File: src/rtl/apb_spi_master_fifo_if.sv
// APB register interface for the SPI master core with TX/RX FIFOs, chip-select
// register, sticky interrupt status and error responses on FIFO over/underflow.

module apb_spi_fifo #(
    parameter int DEPTH = 8,
    parameter int W     = 32
) (
    input  logic                     clk,
    input  logic                     rst,
    input  logic                     push,
    input  logic                     pop,
    input  logic                     flush,
    input  logic [W-1:0]             wdata,
    output logic [W-1:0]             rdata,
    output logic [$clog2(DEPTH):0]   level
);
    localparam int PW = $clog2(DEPTH);
    localparam int LW = PW + 1;

    logic [DEPTH-1:0][W-1:0] mem_q, mem_d;
    logic [PW-1:0]           wptr_q, wptr_d, rptr_q, rptr_d;
    logic [LW-1:0]           level_q, level_d;

    always_comb begin
        mem_d   = mem_q;
        wptr_d  = wptr_q;
        rptr_d  = rptr_q;
        level_d = level_q;
        if (push) begin
            mem_d[wptr_q] = wdata;
            wptr_d        = wptr_q + PW'(1);
        end
        if (pop) rptr_d = rptr_q + PW'(1);
        case ({push, pop})
            2'b10:   level_d = level_q + LW'(1);
            2'b01:   level_d = level_q - LW'(1);
            default: level_d = level_q;
        endcase
        // Flush wins over any push/pop issued in the same cycle
        if (flush) begin
            wptr_d  = '0;
            rptr_d  = '0;
            level_d = '0;
        end
    end

    always_ff @(posedge clk or posedge rst) begin
        if (rst) begin
            mem_q   <= '0;
            wptr_q  <= '0;
            rptr_q  <= '0;
            level_q <= '0;
        end else begin
            mem_q   <= mem_d;
            wptr_q  <= wptr_d;
            rptr_q  <= rptr_d;
            level_q <= level_d;
        end
    end

    assign rdata = mem_q[rptr_q];
    assign level = level_q;
endmodule

module apb_spi_master_fifo_if #(
    parameter int APB_ADDR_WIDTH = 12,
    parameter int NUM_CS         = 4,
    parameter int TX_DEPTH       = 8,
    parameter int RX_DEPTH       = 8
) (
    input  logic                      HCLK,
    input  logic                      HRESET,
    input  logic [APB_ADDR_WIDTH-1:0] PADDR,
    input  logic [31:0]               PWDATA,
    input  logic                      PWRITE,
    input  logic                      PSEL,
    input  logic                      PENABLE,
    output logic [31:0]               PRDATA,
    output logic                      PREADY,
    output logic                      PSLVERR,
    output logic [7:0]                spi_clk_div,
    output logic                      spi_clk_div_valid,
    input  logic [31:0]               spi_status,
    input  logic                      spi_eot,
    output logic [31:0]               spi_cmd,
    output logic [31:0]               spi_addr,
    output logic [5:0]                spi_cmd_len,
    output logic [5:0]                spi_addr_len,
    output logic [15:0]               spi_data_len,
    output logic [15:0]               spi_dummy_rd,
    output logic [15:0]               spi_dummy_wr,
    output logic [NUM_CS-1:0]         spi_csreg,
    output logic                      spi_rd,
    output logic                      spi_wr,
    output logic                      spi_qrd,
    output logic                      spi_qwr,
    output logic                      spi_swrst,
    output logic [31:0]               spi_data_tx,
    output logic                      spi_data_tx_valid,
    input  logic                      spi_data_tx_ready,
    input  logic [31:0]               spi_data_rx,
    input  logic                      spi_data_rx_valid,
    output logic                      spi_data_rx_ready,
    output logic                      irq
);
    localparam int TLW = $clog2(TX_DEPTH) + 1;
    localparam int RLW = $clog2(RX_DEPTH) + 1;

    localparam logic [3:0] R_STATUS   = 4'd0;
    localparam logic [3:0] R_CLKDIV   = 4'd1;
    localparam logic [3:0] R_SPICMD   = 4'd2;
    localparam logic [3:0] R_SPIADR   = 4'd3;
    localparam logic [3:0] R_SPILEN   = 4'd4;
    localparam logic [3:0] R_SPIDUM   = 4'd5;
    localparam logic [3:0] R_TXFIFO   = 4'd6;
    localparam logic [3:0] R_RXFIFO   = 4'd7;
    localparam logic [3:0] R_INTCFG   = 4'd8;
    localparam logic [3:0] R_INTSTAT  = 4'd9;
    localparam logic [3:0] R_FIFOSTAT = 4'd10;

    typedef struct packed {
        logic [7:0]        clk_div;
        logic [31:0]       cmd;
        logic [31:0]       addr;
        logic [15:0]       data_len;
        logic [5:0]        addr_len;
        logic [5:0]        cmd_len;
        logic [15:0]       dummy_wr;
        logic [15:0]       dummy_rd;
        logic [NUM_CS-1:0] csreg;
        logic [4:0]        int_en;
        logic [7:0]        tx_thr;
        logic [7:0]        rx_thr;
    } cfg_t;

    cfg_t       cfg_q, cfg_d;
    logic [4:0] pls_q, pls_d;          // {swrst, qwr, qrd, wr, rd}
    logic       clkdiv_vld_q, clkdiv_vld_d;
    logic [4:0] int_stat_q, int_stat_d;
    logic       irq_q, irq_d;

    logic [3:0] reg_sel;
    logic       acc, wr, rd;
    logic       tx_push, tx_pop, tx_full, tx_ovf_ev;
    logic       rx_push, rx_pop, rx_empty, rx_udf_ev, rx_rdy;
    logic       flush;
    logic [TLW-1:0] tx_level;
    logic [RLW-1:0] rx_level;
    logic [31:0]    tx_head, rx_head;
    logic [4:0]     int_set;
    logic           unused_paddr;

    assign reg_sel = PADDR[5:2];
    assign acc     = PSEL & PENABLE;
    assign wr      = acc & PWRITE;
    assign rd      = acc & ~PWRITE;
    assign unused_paddr = ^{PADDR[APB_ADDR_WIDTH-1:6], PADDR[1:0]};

    // A write to a full TX FIFO is accepted if the core drains an entry in the same cycle
    assign tx_pop    = (tx_level != '0) & spi_data_tx_ready;
    assign tx_full   = tx_level == TLW'(TX_DEPTH);
    assign tx_ovf_ev = wr & (reg_sel == R_TXFIFO) & tx_full & ~tx_pop;
    assign tx_push   = wr & (reg_sel == R_TXFIFO) & ~tx_ovf_ev;

    assign rx_rdy    = rx_level != RLW'(RX_DEPTH);
    assign rx_push   = spi_data_rx_valid & rx_rdy;
    assign rx_empty  = rx_level == '0;
    assign rx_udf_ev = rd & (reg_sel == R_RXFIFO) & rx_empty;
    assign rx_pop    = rd & (reg_sel == R_RXFIFO) & ~rx_empty;

    assign flush = wr & (reg_sel == R_STATUS) & PWDATA[4];

    apb_spi_fifo #(.DEPTH(TX_DEPTH), .W(32)) u_tx_fifo (
        .clk(HCLK), .rst(HRESET), .push(tx_push), .pop(tx_pop), .flush(flush),
        .wdata(PWDATA), .rdata(tx_head), .level(tx_level)
    );

    apb_spi_fifo #(.DEPTH(RX_DEPTH), .W(32)) u_rx_fifo (
        .clk(HCLK), .rst(HRESET), .push(rx_push), .pop(rx_pop), .flush(flush),
        .wdata(spi_data_rx), .rdata(rx_head), .level(rx_level)
    );

    always_comb begin
        cfg_d        = cfg_q;
        pls_d        = '0;
        clkdiv_vld_d = 1'b0;
        if (wr) begin
            case (reg_sel)
                R_STATUS: begin
                    pls_d       = PWDATA[4:0];
                    cfg_d.csreg = PWDATA[8 +: NUM_CS];
                end
                R_CLKDIV: begin
                    cfg_d.clk_div = PWDATA[7:0];
                    clkdiv_vld_d  = 1'b1;
                end
                R_SPICMD: cfg_d.cmd = PWDATA;
                R_SPIADR: cfg_d.addr = PWDATA;
                R_SPILEN: begin
                    cfg_d.data_len = PWDATA[31:16];
                    cfg_d.addr_len = PWDATA[13:8];
                    cfg_d.cmd_len  = PWDATA[5:0];
                end
                R_SPIDUM: begin
                    cfg_d.dummy_wr = PWDATA[31:16];
                    cfg_d.dummy_rd = PWDATA[15:0];
                end
                R_INTCFG: begin
                    cfg_d.int_en = PWDATA[4:0];
                    cfg_d.tx_thr = PWDATA[15:8];
                    cfg_d.rx_thr = PWDATA[23:16];
                end
                default: ;
            endcase
        end
    end

    always_comb begin
        int_set[0] = 32'(tx_level) <= 32'(cfg_q.tx_thr);
        int_set[1] = (32'(rx_level) >= 32'(cfg_q.rx_thr)) & ~rx_empty;
        int_set[2] = spi_eot;
        int_set[3] = tx_ovf_ev;
        int_set[4] = rx_udf_ev;
        int_stat_d = int_stat_q;
        if (wr && reg_sel == R_INTSTAT) int_stat_d = int_stat_q & ~PWDATA[4:0];
        // Set after clear so a new event survives a coincident W1C
        int_stat_d = int_stat_d | int_set;
        irq_d      = |(int_stat_q & cfg_q.int_en);
    end

    always_ff @(posedge HCLK or posedge HRESET) begin
        if (HRESET) begin
            cfg_q        <= '0;
            pls_q        <= '0;
            clkdiv_vld_q <= 1'b0;
            int_stat_q   <= '0;
            irq_q        <= 1'b0;
        end else begin
            cfg_q        <= cfg_d;
            pls_q        <= pls_d;
            clkdiv_vld_q <= clkdiv_vld_d;
            int_stat_q   <= int_stat_d;
            irq_q        <= irq_d;
        end
    end

    always_comb begin
        PRDATA = '0;
        if (rd) begin
            case (reg_sel)
                R_STATUS:   PRDATA = spi_status;
                R_CLKDIV:   PRDATA = {24'd0, cfg_q.clk_div};
                R_SPICMD:   PRDATA = cfg_q.cmd;
                R_SPIADR:   PRDATA = cfg_q.addr;
                R_SPILEN:   PRDATA = {cfg_q.data_len, 2'b00, cfg_q.addr_len, 2'b00, cfg_q.cmd_len};
                R_SPIDUM:   PRDATA = {cfg_q.dummy_wr, cfg_q.dummy_rd};
                R_RXFIFO:   PRDATA = rx_empty ? 32'd0 : rx_head;
                R_INTCFG:   PRDATA = {8'd0, cfg_q.rx_thr, cfg_q.tx_thr, 3'd0, cfg_q.int_en};
                R_INTSTAT:  PRDATA = {27'd0, int_stat_q};
                R_FIFOSTAT: PRDATA = 32'(tx_level) | (32'(rx_level) << 16);
                default:    PRDATA = '0;
            endcase
        end
    end

    assign PREADY            = 1'b1;
    assign PSLVERR           = tx_ovf_ev | rx_udf_ev;
    assign spi_clk_div       = cfg_q.clk_div;
    assign spi_clk_div_valid = clkdiv_vld_q;
    assign spi_cmd           = cfg_q.cmd;
    assign spi_addr          = cfg_q.addr;
    assign spi_cmd_len       = cfg_q.cmd_len;
    assign spi_addr_len      = cfg_q.addr_len;
    assign spi_data_len      = cfg_q.data_len;
    assign spi_dummy_rd      = cfg_q.dummy_rd;
    assign spi_dummy_wr      = cfg_q.dummy_wr;
    assign spi_csreg         = cfg_q.csreg;
    assign spi_rd            = pls_q[0];
    assign spi_wr            = pls_q[1];
    assign spi_qrd           = pls_q[2];
    assign spi_qwr           = pls_q[3];
    assign spi_swrst         = pls_q[4];
    assign spi_data_tx       = tx_head;
    assign spi_data_tx_valid = tx_level != '0;
    assign spi_data_rx_ready = rx_rdy;
    assign irq               = irq_q;
endmodule

File: config.mk
export PLATFORM = sky130hd
export DESIGN_NAME = apb_spi_master_fifo_if
export DESIGN_NICKNAME = d
export VERILOG_FILES = /design/src/rtl/apb_spi_master_fifo_if.sv
export SDC_FILE = /design/constraint.sdc
export NUM_CORES = 1
export LEC_CHECK = 0
export ABC_AREA = 0
export CORE_UTILIZATION = 62
export DETAILED_ROUTE_END_ITERATION = 8
export GPL_ROUTABILITY_DRIVEN = 0
export PLACE_DENSITY = 0.88
export SLEW_MARGIN = 20
export SYNTH_ARGS = -nofsm -noshare
export SYNTH_HDL_FRONTEND = slang
export SYNTH_SLANG_ARGS = --single-unit
export TNS_END_PERCENT = 5
File: constraint.sdc
create_clock -name HCLK -period 41.7 [get_ports HCLK]
set_input_delay 4.17 -clock HCLK [delete_from_list [all_inputs] [get_ports HCLK]]
set_output_delay 4.17 -clock HCLK [all_outputs]
set_load 0.01 [all_outputs]
==> results of run 1 <==
## final cells by class
type / count / area share (%)
flip-flops and latches: 701 / 45.6
well taps: 696 / 2.26
clock inverters: 13 / 0.348
diodes: 2 / 0.0130
repair buffers: 360 / 9.14
inverters: 17 / 0.185
clock buffers: 103 / 5.56
multi-input cells: 1261 / 36.9
## path summary, 6_finish.rpt
check	start	to	slack [ns]
max	PADDR[2]	PRDATA[16]	29.60
min	u_tx_fifo.mem_q[151]$_DFFE_PP0P_	u_tx_fifo.mem_q[151]$_DFFE_PP0P_	0.49
max reg2reg	u_rx_fifo.level[0]$_DFFE_PP0P_	u_rx_fifo.level[3]$_DFFE_PP0P_	38.51
min reg2reg	u_tx_fifo.mem_q[151]$_DFFE_PP0P_	u_tx_fifo.mem_q[151]$_DFFE_PP0P_	0.49
max in group asynchronous	HRESET	u_tx_fifo.mem_q[189]$_DFFE_PP0P_	34.52
min in group asynchronous	HRESET	u_rx_fifo.mem_q[35]$_DFFE_PP0P_	4.15
## registers in the layout (all words and copies together) (netlist names)
signal and cells:
u_rx_fifo.rptr_q 3, pls_q 5, spi_dummy_wr 16, u_tx_fifo.rptr_q 3, u_rx_fifo.wptr_q 3, spi_cmd_len 6
u_tx_fifo.mem_q 256, spi_cmd 32, irq 1, u_rx_fifo.mem_q 256, spi_addr_len 6, cfg_q 21
spi_data_len 16, int_stat_q 5, spi_csreg 4, u_tx_fifo.level 4, spi_clk_div_valid 1, spi_addr 32
u_rx_fifo.level 4, spi_clk_div 8, u_tx_fifo.wptr_q 3, spi_dummy_rd 16
## per-layer routing
layer	vias up	track usage [%]	wire (microns)
met5	-	0	12
met4	2	16.9	4590
met3	227	6.72	6690
met2	952	51.6	43100
met1	11100	42.3	34200
li1	8590	-	-
## metrics by stage
| stage | instances | total power [W] | utilization [%] | worst slack [ns] | cell area, sq um |
|---|---|---|---|---|---|
| floorplan | 2292 | 0.00136 | - | 17.87 | 33700 |
| global placement | 3034 | 0.00148 | 67.3 | 29.82 | 36200 |
| detailed placement | 3034 | 0.00152 | 67.3 | 29.77 | 36200 |
| CTS | 3150 | 0.00215 | 71.6 | 29.76 | 38400 |
| global route | 3152 | 0.00223 | 71.7 | 29.57 | 38500 |
| finish | 3153 | 0.00214 | 71.7 | 29.60 | 38500 |
## power by group through the flow
stage	sequential [W]	clock, W	combinational (W)
after global placement	0.000950	0	0.000525
final	0.000964	0.000627	0.000551
after CTS	0.000960	0.000634	0.000552
after floorplan	0.000915	0	0.000446
after detailed placement	0.000970	0	0.000548
after global routing	0.000982	0.000662	0.000585
## logic make-up after synthesis
family	after synthesis	synth area share, %
multiplexers	882	33.7
flip-flops	701	52.1
buffers and inverters	330	5.92
AO/OA/AOI/OAI	183	4.33
AND/OR/NAND/NOR	168	3.02
adder cells (fa/ha/maj)	16	0.617
XOR/XNOR	11	0.286
other	1	0.0111
## worst max-delay path, delay by kind of cell
| family | cells | cell delay [ns] |
|---|---|---|
| buffers and inverters | 4 | 1.70 |
| and+or+nand+nor | 3 | 1.57 |
| AOI/OAI and AO/OA | 1 | 0.42 |
## cell usage in the layout (no fill, tap or decap), drive strengths merged, types with 5 or more instances in the layout
master           n
mux2           729
dfrtp          701
clkdlybuf4s50  313
mux4           128
clkbuf         103
buf             47
nand2           44
a22oi           40
a21oi           29
nor2            26
mux2i           25
a22o            22
inv             19
a222oi          15
ha              15
nand3           13
nor3            13
nor2b           10
a32oi           10
a31oi            9
clkinv           9
nor3b            8
nand2b           7
and3             7
xnor2            6
nor4b            6
xor2             5
o21a             5
a2bb2oi          5
o211a            5
==> results.txt, run 1 <==
- The flow ran to the end, and the final reports show no timing, DRC or antenna violations.
- The largest single stage delay on the critical path is 0.98 ns.
* CP max FO: 53
- Post-synth top cells: sky130_fd_sc_hd__dfrtp_1, sky130_fd_sc_hd__mux2_2, sky130_fd_sc_hd__buf_4, sky130_fd_sc_hd__mux4_2, sky130_fd_sc_hd__buf_2
- Reported leakage power: roughly 17 nW
- Async SR Flop Fraction: 100%
- By area the synthesized netlist is led by sky130_fd_sc_hd__dfrtp_1, sky130_fd_sc_hd__mux2_2, sky130_fd_sc_hd__mux4_2, sky130_fd_sc_hd__buf_4, sky130_fd_sc_hd__mux2_1.
- Counting every instance in the synthesized netlist gives between 2000 and 2500.
- Critical Path AT: 7.93 ns
- Endpoint class of the critical path: output port
- Avg Inst Size Synth: 14.7 sq um
* Number of setup violations in the final report: 0
- Across all hold checks on the routed design, the worst slack comes to 0.490 ns.
- Switching pwr: 0.000610 W
* Wire length of the first global-routing pass: ~140000 microns
- Before antenna repair, the detailed router went through 6 iterations.
- Count of different cell masters after synthesis: around 80
* Total Routed Length: roughly 90000 microns
- After floorplanning, the core was sized to cover ~0.054 sq mm.
* Fraction of final layout cells with drive strength greater than 1: a little over 40%
- Counting instances, the worst hold path has a depth of 1.
- Number of antenna violations at the first check in global routing: 3
- Net count after synthesis: between 2000 and 2500
* Top_reg_cell synth: sky130_fd_sc_hd__dfrtp_1
- Top-level I/O count: approximately 330
- Top-area cell type share of the netlist area: between 50% and 60%
- Depth of the CTS H-tree: 3
- Initial standard-cell utilization of the core: 62.7%
* Worst-path clk slew: 0.06 ns
- Hold Vio Cnt, Final: 0
- Internal power contribution: around 0.0015 W
* Worst-case vdd ir drop: roughly 0.036 mV
- Transition time at the pin with the least slew margin: between 1 and 1.5 ns
* CP dominant cell by count: sky130_fd_sc_hd__buf_4
- The HPWL after detailed placement is between 50000 and 60000 microns.
* Quantity of gates resized following cts: 0
- Comb pwr share: 25.7%
* Final net count: between 2000 and 3000
- Worst setup path category: primary input to output port
- The count of buffers added on input and output ports is between 300 and 400.
- The final critical path takes up between 20 and 30% of the cycle.
* Warnings, synthesis: 0
- In the routed layout, each cell is associated on average with a via count of about 6.6.
* Power density over the cells: ~56 mW/mm^2
- Share of total power in sequential cells: 45.0%
- Combined area of all synthesized cells: 0.0337 sq mm
- For this run the aggregate overflow at the end of global routing stands at 0.
- For the finished layout, the period the worst path requires is 12.10 ns.
- CTS tree: built
- Across all layers, the routed design uses between 20000 and 25000 vias.
- Insertion delay of the later-clocked pin in the worst-skew pair: approximately 0.63 ns
* Post-CTS Hold Buffers: 0
* Clock share of power: between 20% and 30%
- Of the total power, the share spent switching nets is between 20% and 30%.
- The area growth from synthesis to layout is 14.4%.
* Largest net degree at the start of global routing: around 190
* Cell taking the most area after synthesis: sky130_fd_sc_hd__dfrtp_1
* Crit path launch type: primary input
- Setup total negative slack on the finished layout was measured at 0 ns.
- Die Width: 235 microns
- Max-cap violations in this run came to 0.
* Residual DRC count: 0
* Sequential cell area: approximately 0.018 sq mm
- In this run the core area contains 85 standard-cell rows.
* Required @ worst endpoint: about 38 ns
* Clock skew: 0.0228 ns
* Clock Tree Buf Depth: 3
- After synthesis, flip-flops and latches occupy approximately 52% of the total area.
- Worst-path cell chain: buf_2 -> buf_4 -> nand4b_1 -> nor3b_2 -> buf_4 -> nand2_1 -> a31oi_1 -> clkdlybuf4s50_1
- After the first detailed-routing iteration, the DRC count stood at around 1600.
- In this run, synthesis inferred 0 flip-flops with an integrated enable.
* Die outline height: between 200 and 250 microns
* Slew Limit Fails: 0
* Number of buffers inserted during clock tree synthesis: 70
* Timing-limited maximum frequency: between 80 and 90 MHz
- Count of clock tree sinks: 701
* Leading cell type by number of instances after synthesis: sky130_fd_sc_hd__dfrtp_1
- Counting cells, the worst reg-to-reg path comes to 8.
* Fillers: roughly 3200
- Global-route usage over all layers: between 30% and 40%
- # Post-CTS Setup Buffers: 0
- In this run the tightest slew margin relative to its limit is roughly a fifth.
- Summing all multi-input logic gate instances after layout gives about 0.014 sq mm.
* Tightest Hold Check Type: flip-flop to flip-flop
- Vias in the first global route: between 20000 and 25000
- Crit path max-delay cell type: sky130_fd_sc_hd__nor3b_2
* Die area: around 0.055 sq mm
- Setup repair after global routing left no endpoint under its margin.
- The count of nets left with antenna violations once routing finished came out at 0.
* Root buffer selected by CTS: sky130_fd_sc_hd__clkbuf_16
* Per-cell routed wire length: around 28 microns
- Flip-flop and latch count after synthesis: 701
Power figures use the tool's default switching activity.
==> run 2: changes to the inputs <==
- CORE_UTILIZATION: 62 -> 58
- PLACE_DENSITY: 0.88 -> 0.83
- clock period: 41.7 -> 11.9 ns (I/O delays scaled with it)
==> run 2 against run 1 <==
Compared with the run above: clock skew is 0.0013 ns lower; register-to-register slack worse by 30 ns; die area is 6.8% higher; clock power increased to 3.8 times the previous value; wire length rose by 0.83%; critical endpoint unchanged; largest cell class unchanged; largest power group unchanged.
==> results.txt, run 2 (synthesis gave the netlist of run 1 again) <==
- The flow ran to the end, and the final reports show no timing, DRC or antenna violations.
- Share of the clock period used by the worst path after layout: 49.3%
- Power density over the cells: 198 mW/mm^2 (+260%)
- The largest registers in the layout are u_rx_fifo.mem_q: 256 flops, u_tx_fifo.mem_q: 256 flops.
- Final Total Pwr: 0.00771 W (+260%)
- TritonCTS built the clock tree.
* Leading cell type in the layout, fill and taps excluded: sky130_fd_sc_hd__dfrtp_1
- The die extent in y was 243 microns (+3.4%).
* Headroom to the max-slew limit: 20.6% (-0.31 points)
- Insertion delay of the later-clocked pin in the worst-skew pair: 0.62 ns (about the same)
- Vias in the first global route: 21700 (-2.4%)
- Die area: 0.0590 sq mm (+6.8%)
* Depth of the CTS H-tree: 3 (unchanged)
- Reg2Reg Depth: 5 (-3)
- Number of setup violations in the final report: 0 (unchanged)
- Count of vias placed by the detailed router: 20700 (-0.81%)
- The total core area came to 0.0568 sq mm (+5.8%).
* Tightest Hold Check Type: flip-flop to flip-flop
* Number of buffers inserted during clock tree synthesis: 73 (+4.3%)
- Clock share of power: 31.3% (+2.0 points)
* Worst-path clk slew: 0.06 ns (about the same)
* CP max FO: 53 (unchanged)
- Transition time at the pin with the least slew margin: 1.18 ns (+0.00462 ns)
- The maximum root-to-sink buffer count was 3 (unchanged).
- The worst register-to-register path begins at u_rx_fifo.level[0]$_DFFE_PP0P_.
- The filler cell count in the final layout was 3794 (+18%).
- The met2 track utilization from global routing came to 48.6% (-3.0 points).
- The worst-case clock skew was 0.0215 ns (-0.00130 ns).
- The max-slew violation total from the final report is 0 (unchanged).
- Global-route usage over all layers: 30.6% (-1.8 points)
- The most critical setup path has its startpoint at PADDR[2].
- The vias per cell was 6.40 (-3.2%).
* Standard-cell rows: 87 (+2.4%)
- Most Crowded Layer GR: met2
* Die Width: 243 microns (+3.4%)
- The number of antenna violations at the first check in global routing is 6 (+3).
- Met3 capacity usage during global routing: 5.79% (-0.93 points)
- The post-CTS setup repair buffer count came to 0 (unchanged).
* Quantity of gates resized following cts: 0 (unchanged)
* Number of port buffers: 317 (unchanged)
* Comb pwr share: 25.0% (-0.7 points)
* Timing-limited maximum frequency: around 170 MHz
- Most used cells in the layout excluding fill and tap cells: sky130_fd_sc_hd__dfrtp_1, sky130_fd_sc_hd__mux2_2, sky130_fd_sc_hd__clkdlybuf4s50_1, sky130_fd_sc_hd__mux4_2, sky130_fd_sc_hd__clkbuf_16
- Per-cell routed wire length: 27.7 microns (-1.6%)
- The number of hold-slack violations in the final timing report came to 0 (unchanged).
- The number of nets in the final layout came to 2547 (+0.16%).
- Combined area of the multi-input logic cells: 0.0142 sq mm (about the same)
- The net switching power is 0.00216 W (+250%).
- The initial core utilization came to 59.2% (-3.4 points).
- The arrival time of the worst setup path came to 4.68 ns (-3.25 ns).
- The overall overflow remaining after global route was 0 (unchanged).
- Setup repair after global routing left no endpoint under its margin.
- Required @ worst endpoint: 10.71 ns (-26.82 ns)
- Final sum of negative setup slack: 0 ns (unchanged)
- Cell depth of the worst min-delay path: 1 (unchanged)
- The internal power came to 0.00555 W (+260%).
- The iteration-0 DRC count of the detailed router is 1621 (-1.2%).
- Total Routed Length: 89400 microns (+0.83%)
- Sequential cell area: 0.0176 sq mm (unchanged)
* Largest net degree at the start of global routing: 215 (+14%)
* Worst-case vdd ir drop: 0.155 mV (+340%)
- The number of clock sinks came to 701 (unchanged).
- Max-capacitance violation count: 0 (unchanged)
* Number of routed nets with antenna violations: 0 (unchanged)
* Root buffer selected by CTS: sky130_fd_sc_hd__clkbuf_16
- Crit path launch type: primary input
* Met1 track demand over resource: 41.5% (-0.77 points)
- The number of remaining DRC errors was 0 (unchanged).
- The first-pass iteration count of the detailed router is 5 (-1).
* Post-CTS Hold Buffers: 0 (unchanged)
- The wire length of the first global-routing pass was 137000 microns (+0.95%).
- Relative to the synthesized area, the layout overhead comes to 15.5%.
- The number of primary I/O pins was 327 (unchanged).
- The register-to-register setup slack was 8.87 ns (-29.64 ns).
* Half-perimeter wire length after detailed placement: 57200 microns (+0.51%)
* Share of total power in sequential cells: 43.7% (-1.3 points)
- Endpoint class of the critical path: output port
- The startpoint identified for the worst hold timing path is u_tx_fifo.mem_q[40]$_DFFE_PP0P_.
- The setup path with the least slack is of type primary input to output port.
- For the finished layout, the period the worst path requires is just under 6 ns.
- The switching share of power was 28.0% (-0.46 points).
- The share of post-route cells with drive strength above 1 is 41.5% (+0.39 points).
- The leakage component of the power is 17.3 nW (+0.68%).
[run 2: cell count changes in the layout (fill, tap and decap cells not counted), moves of 2 or more]
cell	previous run	this run
sky130_fd_sc_hd__bufinv_16	2	7
sky130_fd_sc_hd__clkbuf_1	11	14
sky130_fd_sc_hd__clkbuf_16	74	77
sky130_fd_sc_hd__clkbuf_8	18	21
sky130_fd_sc_hd__clkinv_2	8	11
sky130_fd_sc_hd__buf_6	3	1
sky130_fd_sc_hd__clkinvlp_4	0	2
[run 2: critical path, cell delays in order]
cell and delay [ns]:
sky130_fd_sc_hd__buf_2 0.09, sky130_fd_sc_hd__buf_4 0.52, sky130_fd_sc_hd__nand4b_1 0.53, sky130_fd_sc_hd__nor3_4 0.69, sky130_fd_sc_hd__buf_4 0.41, sky130_fd_sc_hd__a2bb2oi_1 0.10
sky130_fd_sc_hd__a31oi_1 0.42, sky130_fd_sc_hd__clkdlybuf4s50_1 0.64
[run 2: metal layers]
| layer | wire [microns] | vias to the layer above |
|---|---|---|
| met1 | 35800 | 11100 |
| met5 | 54 | - |
| met4 | 3610 | 8 |
| met2 | 43500 | 809 |
| met3 | 6420 | 182 |
| li1 | - | 8607 |
[run 2: power groups by stage]
| stage | sequential (W) | combinational (W) | clock (W) |
|---|---|---|---|
| after CTS | 0.00336 | 0.00194 | 0.00244 |
| final | 0.00337 | 0.00193 | 0.00241 |
| after floorplan | 0.00321 | 0.00156 | 0 |
| after detailed placement | 0.00340 | 0.00193 | 0 |
| after global placement | 0.00333 | 0.00185 | 0 |
| after global routing | 0.00344 | 0.00205 | 0.00254 |
[run 2: layout make-up]
type	count	area share, %
Clock buffer	112	5.83
Timing Repair Buffer	361	9.13
Clock inverter	21	0.746
Inverter	17	0.174
Antenna cell	2	0.0129
Multi-Input combinational cell	1261	36.5
Sequential cell	701	45.1
Tap cell	756	2.43
[run 2: final timing paths]
| kind | end |
|---|---|
| setup / recovery | PRDATA[16] |
| hold / removal | u_tx_fifo.mem_q[40]$_DFFE_PP0P_ |
| setup reg to reg | u_rx_fifo.mem_q[14]$_DFFE_PP0P_ |
| hold reg to reg | u_tx_fifo.mem_q[40]$_DFFE_PP0P_ |
| max in group asynchronous | u_tx_fifo.mem_q[225]$_DFFE_PP0P_ |
| min in group asynchronous | pls_q[4]$_DFF_PP0_ |
[run 2: metrics by stage]
stage | setup WS [ns] | instances | util, % | instance area (sq um) | hold slack [ns]
6_report | 6.03 | 3231 | 68.4 | 38900 | 0.494
3_5_place_dp | 6.14 | 3094 | 63.8 | 36300 | 0.480
3_3_place_gp | 6.13 | 3094 | 63.8 | 36300 | 0.465
5_1_grt | 5.91 | 3231 | 68.4 | 38900 | 0.511
4_1_cts | 6.14 | 3227 | 68.3 | 38800 | 0.494
2_1_floorplan | 1.11 | 2292 | - | 33700 | 0.452
==> run 3: changes to the inputs <==
- CORE_UTILIZATION: 58 -> 52
- PLACE_DENSITY: 0.83 -> 0.79
- clock period: 11.9 -> 5.3 ns (I/O delays scaled with it)
==> run 3 against run 2 <==
Compared with the run above: non-clock buffer count increased by 12; register-to-register slack worse by 6.6 ns; sequential cell count did not move; sequential share of layout area fell by 0.085 points; critical path depth shrank 1; die area increased by 11%; sequential power rose by 130%; clock-buffer cell count shrank 3; clock skew rose by 0.0035 ns; critical path type unchanged; largest cell class unchanged.
==> results.txt, run 3 (synthesis gave the netlist of run 1 again) <==
- Largest net degree at the start of global routing: 210 (-2.3%)
- Sum of overflow across all layers after global routing: 0 (unchanged)
* Fillers: 4580 (+21%)
- Crit path max-delay cell type: sky130_fd_sc_hd__nor3b_4
* Number of routed nets with antenna violations: 0 (unchanged)
- The initial core utilization was 53.0% (-6.3 points).
- Sequential cell area: 0.0176 sq mm (unchanged)
* Power density over the cells: 440 mW/mm^2 (+120%)
- Clock tree synthesis selected as its root buffer the cell sky130_fd_sc_hd__clkbuf_16.
* Wire length of the first global-routing pass: 140000 microns (+2.3%)
- Traced cell by cell, the critical path runs through buf_2 -> nand4b_1 -> nor3b_4 -> buf_4 -> a22oi_1 -> a21oi_1 -> clkdlybuf4s50_1.
- The count of standard-cell rows came to 92 (+5.7%).
- The library cell used most frequently in the layout, excluding fill and tap cells, is sky130_fd_sc_hd__dfrtp_1.
- Count of vias placed by the detailed router: 20600 (-0.12%)
- Final net count: 2558 (+0.43%)
* Total Routed Length: 91100 microns (+1.9%)
* Global-route usage over all layers: 28.0% (-2.6 points)
- Share of the clock period used by the worst path after layout: between 80% and 90%
- Fraction of final layout cells with drive strength greater than 1: 41.6% (+0.14 points)
* CTS tree: built
- The register clock-pin slew on the reported worst setup and hold paths was 0.06 ns (about the same).
- Number of buffers inserted during clock tree synthesis: 72 (-1.4%)
- The die extent in y came to 256 microns (+5.6%).
- Post-Route Hold Slack: 0.406 ns (-0.0879 ns)
- Vias in the first global route: 22100 (+2.0%)
* Final instance count without filler cells: 3328 (+3.0%)
- Core Box Area: 0.0635 sq mm (+12%)
- Count of clock tree sinks: 701 (unchanged)
- Combined area of the multi-input logic cells: 0.0142 sq mm (about the same)
- In the layout the commonest cells are sky130_fd_sc_hd__dfrtp_1, sky130_fd_sc_hd__mux2_2, sky130_fd_sc_hd__clkdlybuf4s50_1, sky130_fd_sc_hd__mux4_2, sky130_fd_sc_hd__clkbuf_16.
- Timing-limited maximum frequency: approximately 230 MHz
* Depth of the CTS H-tree: 3 (unchanged)
- Number of setup violations in the final report: 0 (unchanged)
- Number of port buffers: 317 (unchanged)
* Signed area change from the synthesized netlist to the final layout: 15.8%
- Clock Tree Buf Depth: 3 (unchanged)
- Worst-case vdd ir drop: 0.216 mV (+40%)
- The die footprint was 0.0657 sq mm (+11%).
- Number of antenna violations at the first check in global routing: 10 (+4)
- The number of remaining DRC errors was 0 (unchanged).
- The vias per cell was 6.20 (-3.0%).
* Transition time at the pin with the least slew margin: 1.16 ns (-0.0154 ns)
* Critical Path AT: 3.88 ns (-0.80 ns)
- Reported leakage power: 17.2 nW (-0.15%)
- Final Total Pwr: 0.0172 W (+120%)
- The post-DP HPWL came to 61400 microns (+7.3%).
- Crit path launch type: primary input
- Min setup slack post-route: 0.889 ns (-5.14 ns)
- The data required time at the worst endpoint is 4.77 ns (-5.94 ns).
- Delay of the slowest critical-path stage: 0.94 ns (+0.25 ns)
- The largest fanout on the critical path was 28 (-47%).
* Quantity of gates resized following cts: 0 (unchanged)
- Slew Limit Fails: 0 (unchanged)
* Largest registers ranked by flip-flop count: u_rx_fifo.mem_q: 256 flops, u_tx_fifo.mem_q: 256 flops
* Number of detailed-routing iterations run before antenna repair: 6 (+1)
- STA classifies the critical path endpoint as an output port.
* Status: finished clean
- Final Core Density: 61.3% (-7.1 points)
- The path class of the tightest hold or removal check is primary input to asynchronous set/reset pin.
- The post-CTS setup repair buffer count is 0 (unchanged).
- The placement-stage worst setup slack is 1.00 ns (-5.14 ns).
* Max-capacitance violation count: 0 (unchanged)
* Worst setup path category: primary input to output port
* Insertion delay of the later-clocked pin in the worst-skew pair: 0.62 ns (about the same)
- The iteration-0 DRC count of the detailed router was 1542 (-4.9%).
* Unrepaired setup endpoints after global routing: no
- For the finished layout, the period the worst path requires is about 4.4 ns.
- Clock skew: 0.0251 ns (+0.00355 ns)
* Hold Vio Cnt, Final: 0 (unchanged)
* Post-CTS Hold Buffers: 0 (unchanged)
* Top-level I/O count: 327 (unchanged)
* Placed instance count: 3197 (+3.3%)
* Per-cell routed wire length: 27.4 microns (-1.0%)
* Die Width: 256 microns (+5.6%)
* Headroom to the max-slew limit: 22.4% (+1.8 points)
run 3: cell types whose count changed in the layout (fill, tap and decap cells not counted), sizes merged:
cell,change
buf,+12
bufinv,-3
clkbuf,-3
clkinv,-2
clkinvlp,+3
diode,+1
inv,-1
run 3: per-stage QoR:
| stage | TNS (ns) | instance area (sq um) |
|---|---|---|
| after global routing | 0 | 39000 |
| after floorplan | -3383.00 | 33700 |
| after global placement | 0 | 36500 |
| after CTS | 0 | 38900 |
| final | 0 | 39000 |
| after detailed placement | 0 | 36500 |
run 3: critical path, delay by kind of cell:
| kind | cells | cell delay, ns |
|---|---|---|
| AO/OA/AOI/OAI | 2 | 0.42 |
| buffers and inverters | 3 | 1.43 |
| AND/OR/NAND/NOR | 2 | 1.47 |
run 3: cell type report:
class                      instances  share of cell area [%]
sequential                       701                    45.1
clock buffer                     109                    5.66
antenna                            3                  0.0193
tap                              846                    2.72
inverter                          17                   0.173
multi-input combinational       1261                    36.5
timing repair buffer             373                    9.35
clock inverter                    18                   0.552
run 3: per-layer routing:
layer	wire length (microns)	global-route usage, %
met1	36300	35.8
met2	44100	45.3
met3	6760	7.33
met4	3860	11.8
met5	100	0
run 3: path summary, 6_finish.rpt:
check	slack [ns]	endpoint	depth (start not counted)	start
max in group asynchronous	3.34	u_rx_fifo.mem_q[156]$_DFFE_PP0P_	4	HRESET
min in group HCLK	0.49	u_tx_fifo.mem_q[36]$_DFFE_PP0P_	1	u_tx_fifo.mem_q[36]$_DFFE_PP0P_
max reg2reg	2.29	u_rx_fifo.mem_q[20]$_DFFE_PP0P_	5	u_rx_fifo.level[0]$_DFFE_PP0P_
min reg2reg	0.49	u_tx_fifo.mem_q[36]$_DFFE_PP0P_	1	u_tx_fifo.mem_q[36]$_DFFE_PP0P_
min	0.41	u_rx_fifo.mem_q[97]$_DFFE_PP0P_	2	HRESET
max	0.89	PRDATA[17]	7	PADDR[2]
run 3: report_power, final:
group	leakage, nW	switching (W)	internal (W)
clock	1.18	0.00211	0.00307
combinational	6.95	0.00170	0.00255
sequential	9.10	0.00109	0.00664
